==> config.mk <==
export PLATFORM = sky130hd
export DESIGN_NAME = alu_cmd_issuer
export DESIGN_NICKNAME = d
export VERILOG_FILES = /design/src/rtl/alu_cmd_issuer.sv
export SDC_FILE = /design/constraint.sdc
export NUM_CORES = 1
export LEC_CHECK = 0
export CAP_MARGIN = 10
export CELL_PAD_IN_SITES_DETAIL_PLACEMENT = 0
export CELL_PAD_IN_SITES_GLOBAL_PLACEMENT = 1
export CORE_ASPECT_RATIO = 0.5
export CORE_MARGIN = 4
export CORE_UTILIZATION = 40
export CTS_CLUSTER_DIAMETER = 120
export DETAILED_ROUTE_END_ITERATION = 12
export PLACE_DENSITY = 0.71
export SETUP_SLACK_MARGIN = 0.2
export SKIP_LAST_GASP = 1
export SYNTH_ARGS = -nofsm -noshare
export SYNTH_HDL_FRONTEND = slang
export SYNTH_SLANG_ARGS = --single-unit
==> constraint.sdc <==
create_clock -name clk -period 2.55 [get_ports clk]
set_input_delay 0.51 -clock clk [delete_from_list [all_inputs] [get_ports clk]]
set_output_delay 0.51 -clock clk [all_outputs]
set_load 0.01 [all_outputs]
==> src/rtl/alu_cmd_issuer.sv <==
`default_nettype none
// ============================================================================
// Module   : alu_cmd_issuer
// Purpose  : Issue stage for a combinational ALU. Commands {a, b, sel} arrive
//            over a valid/ready handshake into a small FIFO. A three-state FSM
//            pops one command at a time, drives the ALU inputs from registers,
//            waits ALU_LAT cycles, then captures alu_out. The captured result
//            and its opcode are offered downstream over valid/ready.
// Ports    : clk, rst_n (async, active low)
//            cmd_valid/cmd_ready/cmd_a/cmd_b/cmd_sel : command input
//            alu_a/alu_b/alu_sel (out), alu_out (in)  : ALU interface
//            res_valid/res_ready/res_data/res_sel     : result output
//            busy : FSM not idle or commands still queued
// Revision : 1.0 - initial release
// ============================================================================
module alu_cmd_issuer #(
    parameter int DATA_W  = 32,
    parameter int SEL_W   = 3,
    parameter int DEPTH   = 4,
    parameter int ALU_LAT = 1
) (
    input  logic              clk,
    input  logic              rst_n,
    input  logic              cmd_valid,
    output logic              cmd_ready,
    input  logic [DATA_W-1:0] cmd_a,
    input  logic [DATA_W-1:0] cmd_b,
    input  logic [SEL_W-1:0]  cmd_sel,
    output logic [DATA_W-1:0] alu_a,
    output logic [DATA_W-1:0] alu_b,
    output logic [SEL_W-1:0]  alu_sel,
    input  logic [DATA_W-1:0] alu_out,
    output logic              res_valid,
    input  logic              res_ready,
    output logic [DATA_W-1:0] res_data,
    output logic [SEL_W-1:0]  res_sel,
    output logic              busy
);

    localparam int c_addr_w = $clog2(DEPTH);
    localparam int c_cnt_w  = $clog2(DEPTH + 1);
    localparam int c_lat_w  = $clog2(ALU_LAT + 1);
    localparam int c_ent_w  = 2 * DATA_W + SEL_W;

    localparam logic [c_cnt_w-1:0]  c_full     = c_cnt_w'(DEPTH);
    localparam logic [c_cnt_w-1:0]  c_cnt_one  = c_cnt_w'(1);
    localparam logic [c_addr_w-1:0] c_addr_one = c_addr_w'(1);
    localparam logic [c_lat_w-1:0]  c_lat      = c_lat_w'(ALU_LAT);
    localparam logic [c_lat_w-1:0]  c_lat_one  = c_lat_w'(1);

    typedef enum logic [1:0] {
        ST_IDLE = 2'd0,
        ST_WAIT = 2'd1,
        ST_HOLD = 2'd2
    } state_t;

    state_t r_state, w_state_nxt;

    logic [c_ent_w-1:0]  r_mem [DEPTH];
    logic [c_addr_w-1:0] r_wptr, r_rptr;
    logic [c_cnt_w-1:0]  r_count;
    logic [c_lat_w-1:0]  r_wait;
    logic [DATA_W-1:0]   r_alu_a, r_alu_b, r_res_data;
    logic [SEL_W-1:0]    r_alu_sel, r_res_sel;
    logic                r_res_valid;

    logic w_empty, w_full, w_push, w_pop, w_capture;
    logic [c_ent_w-1:0] w_head;

    // Flags come from the registered count only, so an entry written on one
    // edge cannot be popped until the next, and a pop does not free a slot
    // for a push in the same cycle.
    assign w_empty = (r_count == '0);
    assign w_full  = (r_count == c_full);
    assign w_push  = cmd_valid && !w_full;
    assign w_head  = r_mem[r_rptr];

    // ------------------------------------------------------------------------
    // FSM
    // ------------------------------------------------------------------------
    always_ff @(posedge clk or negedge rst_n) begin
        if (!rst_n) begin
            r_state <= ST_IDLE;
        end else begin
            r_state <= w_state_nxt;
        end
    end

    always_comb begin
        w_state_nxt = r_state;
        w_pop       = 1'b0;
        w_capture   = 1'b0;
        case (r_state)
            ST_IDLE: begin
                if (!w_empty) begin
                    w_pop       = 1'b1;
                    w_state_nxt = ST_WAIT;
                end
            end
            ST_WAIT: begin
                // Counter reaches zero on this edge: alu_out has settled.
                if (r_wait == c_lat_one) begin
                    w_capture   = 1'b1;
                    w_state_nxt = ST_HOLD;
                end
            end
            ST_HOLD: begin
                if (res_ready) begin
                    if (!w_empty) begin
                        w_pop       = 1'b1;
                        w_state_nxt = ST_WAIT;
                    end else begin
                        w_state_nxt = ST_IDLE;
                    end
                end
            end
            default: w_state_nxt = ST_IDLE;
        endcase
    end

    // ------------------------------------------------------------------------
    // Command storage (payload needs no reset; pointers/count guard it)
    // ------------------------------------------------------------------------
    always_ff @(posedge clk) begin
        if (w_push) begin
            r_mem[r_wptr] <= {cmd_a, cmd_b, cmd_sel};
        end
    end

    // ------------------------------------------------------------------------
    // Pointers, occupancy, ALU drive, wait counter and result capture
    // ------------------------------------------------------------------------
    always_ff @(posedge clk or negedge rst_n) begin
        if (!rst_n) begin
            r_wptr      <= '0;
            r_rptr      <= '0;
            r_count     <= '0;
            r_wait      <= '0;
            r_alu_a     <= '0;
            r_alu_b     <= '0;
            r_alu_sel   <= '0;
            r_res_valid <= 1'b0;
            r_res_data  <= '0;
            r_res_sel   <= '0;
        end else begin
            if (w_push) begin
                r_wptr <= r_wptr + c_addr_one;
            end

            case ({w_push, w_pop})
                2'b10:   r_count <= r_count + c_cnt_one;
                2'b01:   r_count <= r_count - c_cnt_one;
                default: r_count <= r_count;
            endcase

            // ALU operands persist after use; only a pop replaces them.
            if (w_pop) begin
                r_rptr                           <= r_rptr + c_addr_one;
                {r_alu_a, r_alu_b, r_alu_sel}    <= w_head;
                r_wait                           <= c_lat;
            end else if (r_state == ST_WAIT) begin
                r_wait <= r_wait - c_lat_one;
            end

            if (w_capture) begin
                r_res_valid <= 1'b1;
                r_res_data  <= alu_out;
                r_res_sel   <= r_alu_sel;
            end else if ((r_state == ST_HOLD) && res_ready) begin
                r_res_valid <= 1'b0;
            end
        end
    end

    assign cmd_ready = !w_full;
    assign alu_a     = r_alu_a;
    assign alu_b     = r_alu_b;
    assign alu_sel   = r_alu_sel;
    assign res_valid = r_res_valid;
    assign res_data  = r_res_data;
    assign res_sel   = r_res_sel;
    assign busy      = (r_state != ST_IDLE) || !w_empty;

endmodule
`default_nettype wire

==> Word level (Yosys, flattened, before mapping) <==
Memories as Yosys holds them, arrays and structs flattened. A register that Yosys moved wholly into a read port is not among the register bits.
Index checks and enable logic that the tools add are counted.
{ "word_totals": {"in_bits": 103, "mem_bits_rw": 268, "regBits": 46, "mem_count": 1} }
{ "classes": {"n_reduce_logical": 13, "addsub": 5, "mux": 17, "eq_ne": 8} }
{ "memory_table": {"columns": ["name", "depth", "word_bits", "read_ports", "rd_clocked_by_memory_dff", "write_ports", "line_no", "text"], "rows": [
  ["r_mem", 4, 67, 1, 1, 1, "59", "logic [c_ent_w-1:0] r_mem [DEPTH];"]
]} }
{ "op_table": {"columns": ["operator", "n"], "rows": [
  ["2-to-1 mux 1 bit", 11],
  ["nonzero test 2 bit", 4],
  ["2-to-1 mux 2 bit", 3],
  ["!= test 2 bit, second input constant", 3],
  ["case mux 2 bit (3 select lines)", 1],
  ["case mux 3 bit (2 select lines)", 1],
  ["adder 2 x 1 -> 2 bit, second input constant", 2],
  ["== test 2 x 1 -> 1 bit, second input constant", 2],
  ["== test 2 bit, second input constant", 2],
  ["adder 3 x 1 -> 3 bit, second input constant", 1],
  ["== test 3 bit, second input constant", 1],
  ["zero test 1 bit", 3],
  ["zero test 3 bit", 1],
  ["AND reduction 3 bit", 1],
  ["subtractor 3 x 1 -> 3 bit, second input constant", 1],
  ["logical AND 1 bit", 2],
  ["zero test 2 bit", 1],
  ["case mux 1 bit (2 select lines)", 1],
  ["logical OR 1 bit", 1],
  ["subtractor 1 bit, second input constant", 1]
]} }

==> Longest topological paths before layout <==
Gate-level depths: netlist of run 1.
{ "logic_depth": {"depth_word": 6, "ltp_mapped": 8, "mapped_depth_nobuf": 8} }

==> Least setup slack after synthesis of run 1 <==
No wires, ideal clock.
{ "synth_timing": {"path_kind": "register -> register", "from": "register r_count[2]", "to": "memory r_mem[0][0] (netlist bit), enable pin", "setup_slack_ps": -177, "arrival_ps": 2295, "synth_period_minus_slack_ps": 2727, "path_stages_with_launch": 3, "cell_sequence": "dfrtp_1 > or3b_1 > and3_1"} }
{ "synth_via": {"elab_chain_cells": 5} }
{ "synth_lines": {"columns": ["item", "line_no", "text"], "rows": [
  ["from (decl)", "61", "logic [c_cnt_w-1:0] r_count;"],
  ["from (signal assigned)", "151", "2'b10: r_count <= r_count + c_cnt_one;"],
  ["from (signal assigned)", "152", "2'b01: r_count <= r_count - c_cnt_one;"],
  ["from (signal assigned)", "153", "default: r_count <= r_count;"],
  ["== test 3 bit", "74", "assign w_full = (r_count == c_full);"],
  ["zero test 1 bit", null, null],
  ["named net cmd_ready", "25", "output logic cmd_ready,"],
  ["logical AND 1 bit", "75", "assign w_push = cmd_valid && !w_full;"],
  ["2-to-1 mux 1 bit", "125", "if (w_push) begin"],
  ["2-to-1 mux 1 bit (not written as such)", "126", "r_mem[r_wptr] <= {cmd_a, cmd_b, cmd_sel};"],
  ["to (decl)", "59", null]
]} }
The timed path passes the listed nets, and every way through them passes these cells.

==> Final worst setup path of run 1 <==
{ "layout_timing": {"from": "register r_count[0]", "to": "output port cmd_ready"} }
{ "layout_via": {"elab_chain_cells": 2} }
{ "layout_lines": {"columns": ["item", "line_no", "text"], "rows": [
  ["== test 3 bit", "74", null],
  ["zero test 1 bit", "175", "assign cmd_ready = !w_full;"],
  ["to (decl)", "25", null]
]} }
Every way passes these cells.

==> results of run 1 <==
==> report_power, final <==
| group | switching, mW | leakage [nW] | internal (mW) |
|---|---|---|---|
| Combinational | 3.17 | 2.01 | 4.51 |
| Clock | 2.26 | 0.596 | 3.19 |
| Sequential | 0.941 | 3.77 | 8.58 |
| Total | 6.37 | 6.38 | 16.3 |
==> what timing repair did <==
item	CTS	global route
endpoints found under the setup margin	2	0
resized for setup	4	0
endpoints found under the hold margin	25	0
hold buffers	1	0
setup buffers	1	0
==> layout make-up <==
cell class                 instances  area (sq um)
multi-input combinational        206          3020
tap                              475           594
clock buffer                      50          1040
fill                            2705         16400
clock inverter                    16           169
inverter                           5          18.8
antenna                            1          2.50
timing repair buffer             233          2410
sequential                       381         10900
==> critical path: cells and delay by family (launching register included) <==
kind,cells,cell delay [ns]
simple gates,1,0.46
flops,1,0.44
buf+inv,1,0.34
==> logic make-up (layout without fill, tap and decap cells) <==
family / Yosys count / count (layout) / synth area share (%)
AO/OA/AOI/OAI: 5 / 5 / 0.232
adder cells (fa/ha/maj): 6 / 6 / 0.588
AND/OR/NAND/NOR: 18 / 18 / 0.766
XOR/XNOR: 6 / 6 / 0.374
other: 0 / 1 / 0
flip-flops: 381 / 381 / 77.4
buffers and inverters: 31 / 304 / 1.29
multiplexers: 171 / 171 / 19.3
==> through the flow <==
stage	power, mW	area [sq um]	setup slack [ns]	std cells	hold WS (ns)
after floorplan	13.9	14000	0.424	618	0.214
after detailed placement	17.5	16900	0.149	1298	0.478
after global routing	23.8	18100	0.205	1367	0.478
after global placement	17.3	16900	0.149	1298	0.476
after CTS	23.0	18100	0.242	1366	0.459
final	22.6	18100	0.282	1367	0.463
==> worst paths after layout <==
check / to / depth (start not counted) / start
setup / recovery: cmd_ready / 2 / r_count[0]$_DFFE_PN0P_
hold / removal: res_data[28]$_DFFE_PN0P_ / 2 / rst_n
setup reg to reg: r_count[1]$_DFFE_PN0P_ / 6 / r_count[0]$_DFFE_PN0P_
hold reg to reg: res_data[12]$_DFFE_PN0P_ / 1 / res_data[12]$_DFFE_PN0P_
max in group asynchronous: alu_a[24]$_DFFE_PN0P_ / 3 / rst_n
min in group clk: res_data[12]$_DFFE_PN0P_ / 1 / res_data[12]$_DFFE_PN0P_
==> layer usage <==
layer / track usage (%) / vias up
li1: - / 2986
met1: 18.4 / 3635
met2: 28.7 / 135
met3: 3.32 / 30
met4: 3.75 / 0
met5: 0 / -
==> sequential cells by signal, summed over array words and instances (netlist names) <==
| register | count |
|---|---|
| alu_a | 32 |
| alu_b | 32 |
| alu_sel | 3 |
| r_count | 3 |
| r_mem | 268 |
| r_rptr | 2 |
| r_state | 2 |
| r_wait | 1 |
| r_wptr | 2 |
| res_data | 32 |
| res_sel | 3 |
| res_valid | 1 |
==> placed cells by master (no fill, tap or decap), types with 6 or more instances in the layout <==
master / n
buf_4: 14
clkbuf_1: 6
buf_12: 12
mux2_2: 96
clkdlybuf4s50_1: 204
mux2_4: 8
mux4_2: 67
dfrtp_1: 110
clkbuf_16: 37
clkbuf_8: 7
clkinv_2: 6
edfxtp_1: 268
==> metrics.md, run 1 <==
| Metric | Value |
|---|---|
| Status | `finished clean` |
| Area leader, netlist | `edfxtp_1` |
| Final Skew | `0.0185 ns` |
| YS warnings | `0` |
| Flop and latch count out of synthesis | `about 380` |
| WP data required | `2.04 ns` |
| Commonest cells in the netlist | `268 x edfxtp_1, 113 x dfrtp_1, 96 x mux2_2` |
| Share of the synthesized area in the top cell type | `57.3%` |
| Hold WC Path Type | `in2async` |
| Core ar. | `34,500 sq um` |
| Total wire length | `just under 30,000 um` |
| Slew Viols, Final | `0` |
| Share of cells above drive strength 1 | `29.9%` |
| Met3 WL | `1360 um` |
| Worst skew pair latency | `around 0.53 ns` |
| Post-Syn Nets | `727` |
| Post-DP HPWL | `approximately 18,000 um` |
| Root buf cell | `clkbuf_16` |
| Power Dens Cells | `1250 nW/um^2` |
| CTS tree | `yes` |
| Clock sink count | `381` |
| Max stage delay cell, worst path | `or3b_1` |
| Util after Layout | `52.5%` |
| Antenna violations before repair | `1` |
| Tcrit/Tclk final | `88.9%` |
| Die extent in y | `140 um` |
| Largest net degree at the start of global routing | `71` |
| Gate Count Post-Synth | `slightly above 600` |
| DRC viols | `0` |
| RePlAce Congestion | `around 0.71` |
| Synth cell types | `29` |
| Setup crit end kind | `output pin` |
| Routed met1 length | `11,400 um` |
| CTS H-tree depth | `2` |
| Layout net count | `972` |
| CP max FO | `6` |
| Wire per inst | `21.5 um` |
| Max Cap Viol | `0` |
| Largest stage delay, worst path | `0.46 ns` |
| Vias in the first global route | `about 7.4k` |
| Post-route setup TNS | `0 ns` |
| Register area share after synthesis | `slightly below 80%` |
| Unrepaired setup endpoints after global routing | `false` |
| DR iter-0 viols | `between 300 and 400` |
| Row count | `48` |
| Clock tree buffer depth | `3` |
| Top layer in use | `met4` |
| FFs w/ async S/R, synth | `29.7%` |
| FMAX | `between 400 and 500 MHz` |
| CTS clk-pin slew, worst paths | `0.06 ns` |
| CP startpoint kind | `flop` |
| Count of port buffers added during placement | `207` |
| Count leader, synth | `edfxtp_1` |
| Endpoints failing setup | `0` |
| Peak VDD IR | `roughly 0.60 mV` |
| Worst EP arrival | `1.76 ns` |
| Die span in x | `273 um` |
| Mapped Area | `14,000 sq um` |
| Post-synth top flop | `edfxtp_1` |
| Routed vias/inst | `4.96` |
| # IOs | `208` |
| Wire length of the first global-routing pass | `about 45,000 um` |
| Drt pass-1 iters | `4` |
| Minimum clock period | `2.27 ns` |
| CTS Buf Count | `36` |
| CP cell instances | `or3b_1 -> dlygate4sd2_1` |
| Final ANT Viol Nets | `0` |
| Met2 WL | `approximately 16,000 um` |
| Layout area overhead | `29.2%` |
| Post-synth EDFFs | `268` |
| Leakage power | `6.38 nW` |
| Initial Utilization | `40.7%` |
| Via count | `6,786` |
| Worst Tran Pin Value | `~0.65 ns` |
| Reg2Reg Setup Slack | `0.36 ns` |
| Synth Area per Inst | `22.7 sq um` |
| Synth top area cells | `edfxtp_1 57%, dfrtp_1 20%, mux4_2 11%` |
| Final hold violations | `0` |
| Kind of critical path | `reg2out` |
| Rel. slew slack | `56.4%` |
| Grt total ovfl | `0` |
| Global Route Usage Sum | `between 15 and 20%` |
| Die ar. | `roughly 38,000 sq um` |
(Power assumes the default switching activity.)
==> run 2, diff against run 1 <==
--- a/config.mk
+++ b/config.mk
@@ -5,6 +5,7 @@
 export SDC_FILE = /design/constraint.sdc
 export NUM_CORES = 1
 export LEC_CHECK = 0
+export ABC_CLOCK_PERIOD_IN_PS = 2550
 export CAP_MARGIN = 10
 export CELL_PAD_IN_SITES_DETAIL_PLACEMENT = 0
 export CELL_PAD_IN_SITES_GLOBAL_PLACEMENT = 1
==> results of run 2 <==
Same layout as run 1: the final DEF is identical, and so are final timing and power.
